==> config.mk <==
export PLATFORM = sky130hd
export DESIGN_NAME = pixel_window_3x3
export DESIGN_NICKNAME = d
export VERILOG_FILES = /design/src/rtl/pixel_window_3x3.sv
export SDC_FILE = /design/constraint.sdc
export NUM_CORES = 1
export LEC_CHECK = 0
export ABC_AREA = 1
export CAP_MARGIN = 0
export CORE_ASPECT_RATIO = 0.6
export CORE_UTILIZATION = 55
export DETAILED_ROUTE_END_ITERATION = 16
export DONT_BUFFER_PORTS = 1
export PLACE_DENSITY_LB_ADDON = 0.08
export SETUP_SLACK_MARGIN = 0.5
export SLEW_MARGIN = 40
export SYNTH_ARGS = -nofsm -noshare
export SYNTH_HDL_FRONTEND = slang
export SYNTH_SLANG_ARGS = --single-unit
==> constraint.sdc <==
create_clock -name clk -period 5.45 [get_ports clk]
set_input_delay 0.8175 -clock clk [delete_from_list [all_inputs] [get_ports clk]]
set_output_delay 0.8175 -clock clk [all_outputs]
set_load 0.02 [all_outputs]
==> src/rtl/pixel_window_3x3.sv <==
// Streaming 3x3 neighbourhood generator: two line buffers feed a 3x3 shift window
// whose contents, with the centre coordinates, go straight to the sharpening stage.
module pixel_window_3x3 #(
   parameter  int PIX_W = 8,
   parameter  int IMG_W = 16,
   parameter  int IMG_H = 16,
   localparam int CW    = $clog2(IMG_W),
   localparam int RW    = $clog2(IMG_H)
) (
   input  logic               clk,
   input  logic               reset,
   input  logic               pix_in_valid,
   input  logic [PIX_W-1:0]   pix_in,
   output logic               win_valid,
   output logic [9*PIX_W-1:0] win,
   output logic [RW-1:0]      win_row,
   output logic [CW-1:0]      win_col,
   output logic               frame_done
);

   // Handshake: pix_in_valid qualifies pix_in for one cycle; win_valid qualifies
   // win/win_row/win_col for one cycle. There is no ready: every valid is consumed.

   localparam logic [CW-1:0] COL_LAST = CW'(IMG_W - 1);
   localparam logic [RW-1:0] ROW_LAST = RW'(IMG_H - 1);

   logic [CW-1:0]    col;
   logic [RW-1:0]    row;
   logic             col_last;
   logic             row_last;
   logic [PIX_W-1:0] lb0 [IMG_W];
   logic [PIX_W-1:0] lb1 [IMG_W];
   logic [PIX_W-1:0] t0;
   logic [PIX_W-1:0] t1;

   assign col_last = (col == COL_LAST);
   assign row_last = (row == ROW_LAST);
   assign t0       = lb0[col];
   assign t1       = lb1[col];

   always_ff @(posedge clk or negedge reset) begin
      if (!reset) begin
         col <= '0;
         row <= '0;
      end else if (pix_in_valid) begin
         if (col_last) begin
            col <= '0;
            row <= row_last ? '0 : row + RW'(1);
         end else begin
            col <= col + CW'(1);
         end
      end
   end

   // Line buffers are never cleared; output gating on row/col hides stale data.
   always_ff @(posedge clk) begin
      if (pix_in_valid) begin
         lb0[col] <= t1;
         lb1[col] <= pix_in;
      end
   end

   // The shift window is the output register itself: element k=3*r+c.
   always_ff @(posedge clk or negedge reset) begin
      if (!reset) begin
         win        <= '0;
         win_row    <= '0;
         win_col    <= '0;
         win_valid  <= 1'b0;
         frame_done <= 1'b0;
      end else begin
         win_valid  <= pix_in_valid && (row >= RW'(2)) && (col >= CW'(2));
         frame_done <= pix_in_valid && row_last && col_last;
         if (pix_in_valid) begin
            for (int r = 0; r < 3; r++) begin
               win[(3*r)*PIX_W   +: PIX_W] <= win[(3*r+1)*PIX_W +: PIX_W];
               win[(3*r+1)*PIX_W +: PIX_W] <= win[(3*r+2)*PIX_W +: PIX_W];
            end
            win[2*PIX_W +: PIX_W] <= t0;
            win[5*PIX_W +: PIX_W] <= t1;
            win[8*PIX_W +: PIX_W] <= pix_in;
            win_row <= row - RW'(1);
            win_col <= col - CW'(1);
         end
      end
   end

endmodule
=== Word level (Yosys, flattened, before mapping) ===
Memory sizes are Yosys's and may differ from the RTL's. A register that Yosys moved wholly into a read port is not among the register bits.
Index checks and enable logic that the tools add are counted.

* Register bits: 90
* Bits in writable memories: 256
* Output and inout port bits: 82
* Logic and storage cells: 27
* Memories: 2

{| class="wikitable"
|+ Memories
! memory !! words !! width !! read ports !! clocked after memory_dff !! wr ports !! line !! text
|-
| lb0 || 16 || 8 || 1 || 1 || 1 || 31 || <nowiki>logic [PIX_W-1:0] lb0 [IMG_W];</nowiki>
|-
| lb1 || 16 || 8 || 1 || 0 || 1 || 32 || <nowiki>logic [PIX_W-1:0] lb1 [IMG_W];</nowiki>
|}

* Add/sub/neg operators: 4
* Order comparisons: 2
* Equal/unequal tests: 2
* Multiplexer cells: 4
* Reduce and logical (&&, ||, !) cells: 6

{| class="wikitable"
|+ Operator list
! operator !! number
|-
| $add 4x1->4 const B || 2
|-
| $eq 4x4->1 const B || 2
|-
| $ge 4x2->1 const B || 2
|-
| $mux 4 || 2
|-
| $sub 4x1->4 const B || 2
|-
| $logic_and 1x1->1 || 4
|-
| $mux 1 || 2
|-
| $reduce_and 2->1 || 1
|-
| $logic_not 1->1 || 1
|}

=== Depth between registers and ports, before layout ===
Gate-level depths: netlist of run 1.

* Depth after elaboration: 3
* Depth in mapped cells: 11
* Mapped depth without buffers: 9

=== Worst setup path before layout of run 1 ===
No wires, ideal clock.

* Kind: in2reg
* Start: input pix_in_valid
* End: memory lb0[7][0] (enable)
* Arrival time: 2.210 ns
* Slack: 2.831 ns
* Cell stages on the path: 3
* Buffers on the path: 1
* Path through: buf_2 nand2_2 nor3_1

* Longest elaborated chain between the ends: 2

{| class="wikitable"
|+ RTL lines
! what !! line !! text
|-
| from (decl) || 12 || <nowiki>input logic pix_in_valid,</nowiki>
|-
| $mux 1 || 57 || <nowiki>if (pix_in_valid) begin</nowiki>
|-
| $mux 1 (not written as such) || 58 || <nowiki>lb0[col] <= t1;</nowiki>
|-
| to (decl) || 31 ||
|}

No other way between the ends.

=== Worst setup path in the final report of run 1 ===
* Start: register col[0]
* End: memory lb0[14][2] (data pin)

* Longest elaborated chain between the ends: 1

{| class="wikitable"
|+ RTL lines
! what !! line !! text
|-
| from (decl) || 27 || <nowiki>logic [CW-1:0] col;</nowiki>
|-
| from (signal assigned) || 50 || <nowiki>col <= col + CW'(1);</nowiki>
|-
| $mem_v2 16x8 || -- ||
|-
| named net t1[2] || 34 || <nowiki>logic [PIX_W-1:0] t1;</nowiki>
|}

The timed path passes the listed nets, and every way through them passes these cells.

==> summary.md, run 1 <==
| Metric | Value |
|---|---|
| Final Max Tran Viols | 0 |
| Largest net degree at the start of global routing | 91 |
| Clock sinks | 346 |
| Synth area leader | edfxtp_1 |
| Relative slew margins | 0.464 |
| # IOs | 93 |
| Setup violations, final | 0 |
| Total CTS buffers | 31 |
| Reg2reg path depth | 7 |
| DR vias/cell | 5.30 |
| Crit path launch type | flop |
| Highest clock rate | 0.304 GHz |
| Period utilization | 0.604 |
| Setup TNS Final | 0 ps |
| Fin Clk Skew | 12.8 ps |
| R2r setup slk | 2160 ps |
| H-tree levels | 1 |
| P_leak | 6.86 nW |
| Total gr overflow | 0 |
| #FFs+latches synth | 346 |
| Num rows | 45 |
| Power Dens Cells | 542 nW/um2 |
| DIE HEIGHT | 128 um |
| Wire length per cell | 19.2 um |
| Synthesized area per cell | 10.3 um2 |
| RSZ-0062 raised after global routing | no |
| Post-DRT Antenna Nets | 0 |
| Worst vdd ir | 0.313 mV |
| Post-synth cell types | 27 |
| CP arrival | 3360 ps |
| Yosys warnings | 0 |
| Post-Place Cells | 1703 |
| HP Class | in2async |
| Hold Slack | 158 ps |
| Mapped Area | 14400 um2 |
| Final GP Congestion | 0.845 |
| First-pass GRT wire length | 52.4 mm |
| WP data required | 5520 ps |
| Synth top area share | 0.532 |
| Net count reported at finish | 1405 |
| Postcts setup bufs | 0 |
| CTS max path bufs | 3 |
| Hold Fails Final Rpt | 0 |
| Vias | 9337 |
| Initial antenna violation count | 0 |
| Syn nets | 1428 |
| Clk Latency, worst-skew pair | 560 ps |
| Die Area | 26900 um2 |
| Gr usage total | 0.259 |
| Port buffer count | 0 |
| Dpl hpwl | 21.3 mm |
| TritonCTS clock tree | done |
| Total wire length | 33.8 mm |
| Share of layout cells above drive strength 1 | 0.0603 |
| Largest cells by area after synthesis | edfxtp_1, dfrtp_1, nand2_1, inv_1, nand3_1 |
| RR Startpoint | col[0] |
| Residual DRC | 0 |
| Status | finished, final reports clean |
| Tmin final | 3290 ps |
| Initial Util | 0.566 |
| Vias in the first global route | 8866 |
| Post-Layout Cell Count | 1763 |
| Clock transition at the registers of the reported paths | 60 ps |
| Least-Margin Pin Slew | 802 ps |
| First-pass DRT Iterations | 5 |
| Max-cap violations | 0 |
| Setup CP Type | reg2reg |
| Initial DRC Count | 1039 |
| Core Footprint | 25500 um2 |
| Crit. End Element | flop |
| Largest fanout on the critical path | 64 |
| Layout area overhead | 9.17% |
| R2R Path End | lb0[14][2] |
| Mapped Cells | 1409 |
| Chip width | 211 um |
| CTS root buf | clkbuf_16 |
| Seq/Total Area, Yosys | 0.688 |
==> flip-flops by register name, summed over array words and instances (netlist names) <==
name,flops
win_row,4
win_col,4
lb0,128
lb1,128
frame_done,1
win,72
col,4
win_valid,1
row,4
==> metal layers <==
| metal | global-route usage | share of wire |
|---|---|---|
| met5 | 0 | 0 |
| met3 | 0.0509 | 0.073 |
| met4 | 0.0652 | 0.020 |
| met1 | 0.403 | 0.47 |
| met2 | 0.373 | 0.43 |
==> worst max-delay path, cell delays in order, from the launching register on <==
cell and delay [ps]:
dfrtp_4 690, inv_4 560, buf_4 540, nand2_1 110, nand3_1 90, nand2_1 60, nand2_1 80, nand4_1 600
==> cells in the final DEF, fill, tap and decap left out <==
cell type,n
buf_16,1
buf_4,11
buf_6,1
bufinv_16,1
clkbuf_1,11
clkbuf_16,35
clkbuf_4,3
clkbuf_8,5
clkinv_1,1
clkinv_2,2
dfrtp_1,88
dfrtp_2,1
dfrtp_4,1
diode_2,1
edfxtp_1,256
ha_1,8
inv_1,137
inv_2,2
inv_4,1
nand2_1,579
nand2_2,1
nand2_4,1
nand3_1,101
nand4_1,9
nor2_1,67
nor2_2,1
nor2_4,17
nor3_1,6
nor3_2,1
nor4_1,1
o21ai_0,28
o21ai_1,26
xnor2_1,4
xor2_1,3
==> worst max path at each step <==
stage	start	end	slack, ps
after CTS	col[0]	lb0[0][7]	2160
after global placement	col[0]	lb0[1][2]	2220
after detailed placement	col[0]	lb0[15][7]	2170
after global routing	col[0]	lb0[12][2]	1930
after floorplan	pix_in_valid	lb0[7][0]	2830
final	col[0]	lb0[14][2]	2160
==> stage by stage <==
step                      cell area [um2]  utilization  power (W)  setup slack, ps
after floorplan                     14400            -    0.00556             2830
after global placement              14600        0.572    0.00625             2220
after detailed placement            14700        0.576    0.00635             2170
after CTS                           15800        0.618    0.00858             2160
after global routing                15800        0.618    0.00897             1930
final                               15800        0.618    0.00855             2160
==> cell type report <==
type,instances,area [um2]
antenna,1,2.50
clock buffer,54,1010
clock inverter,3,40.0
fill,2121,9740
inverter,141,532
multi-input combinational,853,3680
sequential,346,9940
tap,352,440
timing repair buffer,13,121
==> timing repair <==
action,CTS,global route
setup endpoints to repair,0,0
gates resized for setup,0,0
hold buffers,1,0
endpoints found under the hold margin,90,0
==> synthesized netlist by cell type, drive strengths merged <==
cell type and count:
dfrtp 90, edfxtp 256, nand2 581, xnor2 4, buf 54, nor4 1
nor3 7, clkinv 1, o21ai 54, nand4 9, xor2 3, ha 8
nor2 85, clkbuf 15, nand3 101, inv 140
==> kinds of logic after synthesis <==
kind of cell | share of synthesized area
simple gates | 0.217
flops | 0.688
buf+inv | 0.0651
compound gates | 0.0187
fa+ha+maj | 0.00693
xor+xnor | 0.00424
==> where the power goes <==
| group | internal (W) | switching, W |
|---|---|---|
| clock network | 0.00130 | 0.000925 |
| logic | 0.000564 | 0.00160 |
| registers | 0.00358 | 0.000576 |
| total | 0.00544 | 0.00311 |
Power figures use the tool's default switching activity.
==> run 2: changes to the inputs <==
clock period = 3.25 ns   (was 5.45 ns; I/O delays follow)
==> run 2 against run 1 <==
Sequential power grew 66%. Register-to-register slack lost 1400 ps. Critical path depth shrank 1. Via count grew 1.9%. Clock-buffer cell count shrank 4. Clock power grew 66%. Sequential share of layout area shrank 1.1 points. First-iteration DRC count shrank 16%. Non-clock buffer count grew 43. Clock skew shrank 4.3 ps. Critical endpoint is now lb0[11][0].
==> summary.md, run 2 (synthesis results as in run 1) <==
| Metric | Value |
|---|---|
| Status | finished, final reports clean |
| Reg2reg path depth | 6 |
| Worst vdd ir | 0.529 mV |
| R2r setup slk | 800 ps |
| Clk Latency, worst-skew pair | 570 ps |
| Die Area | 26900 um2 |
| Initial DRC Count | 869 |
| DIE HEIGHT | 128 um |
| Share of layout cells above drive strength 1 | 0.0805 |
| Total CTS buffers | 31 |
| Final GP Congestion | 0.815 |
| Largest net degree at the start of global routing | 103 |
| Met3 Use GR | 0.0634 |
| Setup violations, final | 0 |
| Clock sinks | 346 |
| Most frequent cells in the layout | nand2_1, edfxtp_1, inv_1 |
| Fillers | 2120 |
| Chip width | 211 um |
| H-tree levels | 1 |
| Hold Fails Final Rpt | 0 |
| Crit path launch type | flop |
| Net count reported at finish | 1448 |
| First-pass GRT wire length | 53.2 mm |
| Met1 Track Usage GR | 0.396 |
| Hold_sp | pix_in_valid |
| Total gr overflow | 0 |
| WP data required | 3370 ps |
| Layout area overhead | 11.2% |
| Util after Layout | 0.629 |
| Period utilization | 0.755 |
| Fin Clk Skew | 8.42 ps |
| Final Max Tran Viols | 0 |
| First-pass DRT Iterations | 6 |
| Core Footprint | 25500 um2 |
| Setup CP Type | reg2reg |
| Least-Margin Pin Slew | 661 ps |
| Relative slew margins | 0.558 |
| R2R Path End | lb0[11][0] |
| CTS root buf | clkbuf_16 |
| Clock transition at the registers of the reported paths | 60 ps |
| Wire length per cell | 19.5 um |
| M2 GR Usage | 0.391 |
| Gr usage total | 0.267 |
| Num rows | 45 |
| Port buffer count | 0 |
| Post-DRT Antenna Nets | 0 |
| HP Class | in2reg |
| # IOs | 93 |
| Largest fanout on the critical path | 102 |
| Initial Util | 0.566 |
| Flip-flop and latch area | 9940 um2 |
| Vias | 9510 |
| TritonCTS clock tree | done |
| Vias in the first global route | 8707 |
| Hold worst-path end | win[33] |
| Highest clock rate | 0.408 GHz |
| P_leak | 7.07 nW |
| DR vias/cell | 5.26 |
| Tmin final | 2450 ps |
| Most common cell after layout, fill and taps aside | nand2_1 |
| CP arrival | 2570 ps |
| Hold depth | 2 |
| PostCTS Resize Cnt | 0 |
| CTS max path bufs | 3 |
| RR Startpoint | col[0] |
| Tot Pwr | 0.0144 W |
| Total wire length | 35.3 mm |
| RSZ-0062 raised after global routing | no |
| Dpl hpwl | 20.6 mm |
| Power Dens Cells | 897 nW/um2 |
| Biggest regs | lb0 (128), lb1 (128), win (72) |
| GR peak layer | met1 |
| Multi-input logic area | 3600 um2 |
| Max-cap violations | 0 |
| Setup TNS Final | 0 ps |
| Residual DRC | 0 |
| Crit. End Element | flop |
| Initial antenna violation count | 1 |
==> run 2: layout make-up <==
class	count	share of cell area
diodes	2	0.000312
clock buffers	50	0.0559
clock inverters	8	0.00740
well taps	352	0.0274
multi-input cells	853	0.225
inverters	141	0.0331
repair buffers	56	0.0320
flip-flops and latches	346	0.619
==> run 2: how the worst max path moves through the flow <==
stage	start	to	slack (ps)	depth (start not counted)
finish	col[0]	lb0[11][0]	800	6
global route	col[0]	win[46]	610	9
CTS	col[0]	lb0[12][6]	620	7
detailed placement	col[0]	lb0[7][6]	640	7
global placement	col[0]	lb0[0][6]	700	7
floorplan	pix_in_valid	lb0[7][0]	960	3
==> run 2: through the flow <==
step,hold WS (ps),cells,setup WS [ps],cell area (um2)
final,33.4,1808,796,16100
after global routing,12.1,1808,607,16100
after CTS,5.46,1805,623,16000
after detailed placement,193,1737,643,14900
after global placement,193,1737,705,14900
after floorplan,192,1409,961,14400
==> run 2: worst max-delay path, stage by stage, from the launching register on <==
cell and delay, ps:
dfrtp_4 670, buf_12 440, nand2_1 110, nand3_1 90, nand2_1 70, nand2_1 70
nand4_1 490
==> run 2: power by group <==
| part | switching, W | total, W | leakage (nW) | internal [W] |
|---|---|---|---|---|
| clock | 0.00156 | 0.00368 | 0.497 | 0.00212 |
| sequential | 0.000900 | 0.00688 | 3.43 | 0.00598 |
| combinational | 0.00274 | 0.00385 | 3.14 | 0.00111 |
| total | 0.00520 | 0.0144 | 7.07 | 0.00921 |
==> run 2: layer usage <==
metal	share of wire	vias to the layer above	wire, um
met2	0.43	360	15200
met5	0	-	0
met3	0.082	68	2880
met4	0.028	0	996
li1	-	4556	-
met1	0.46	4526	16100
==> run 2: timing repair <==
item / 4_1_cts / 5_1_grt
endpoints found under the setup margin: 0 / 16
hold endpoints to repair: 218 / 0
hold buffers: 10 / 0
setup buffers: 0 / 1
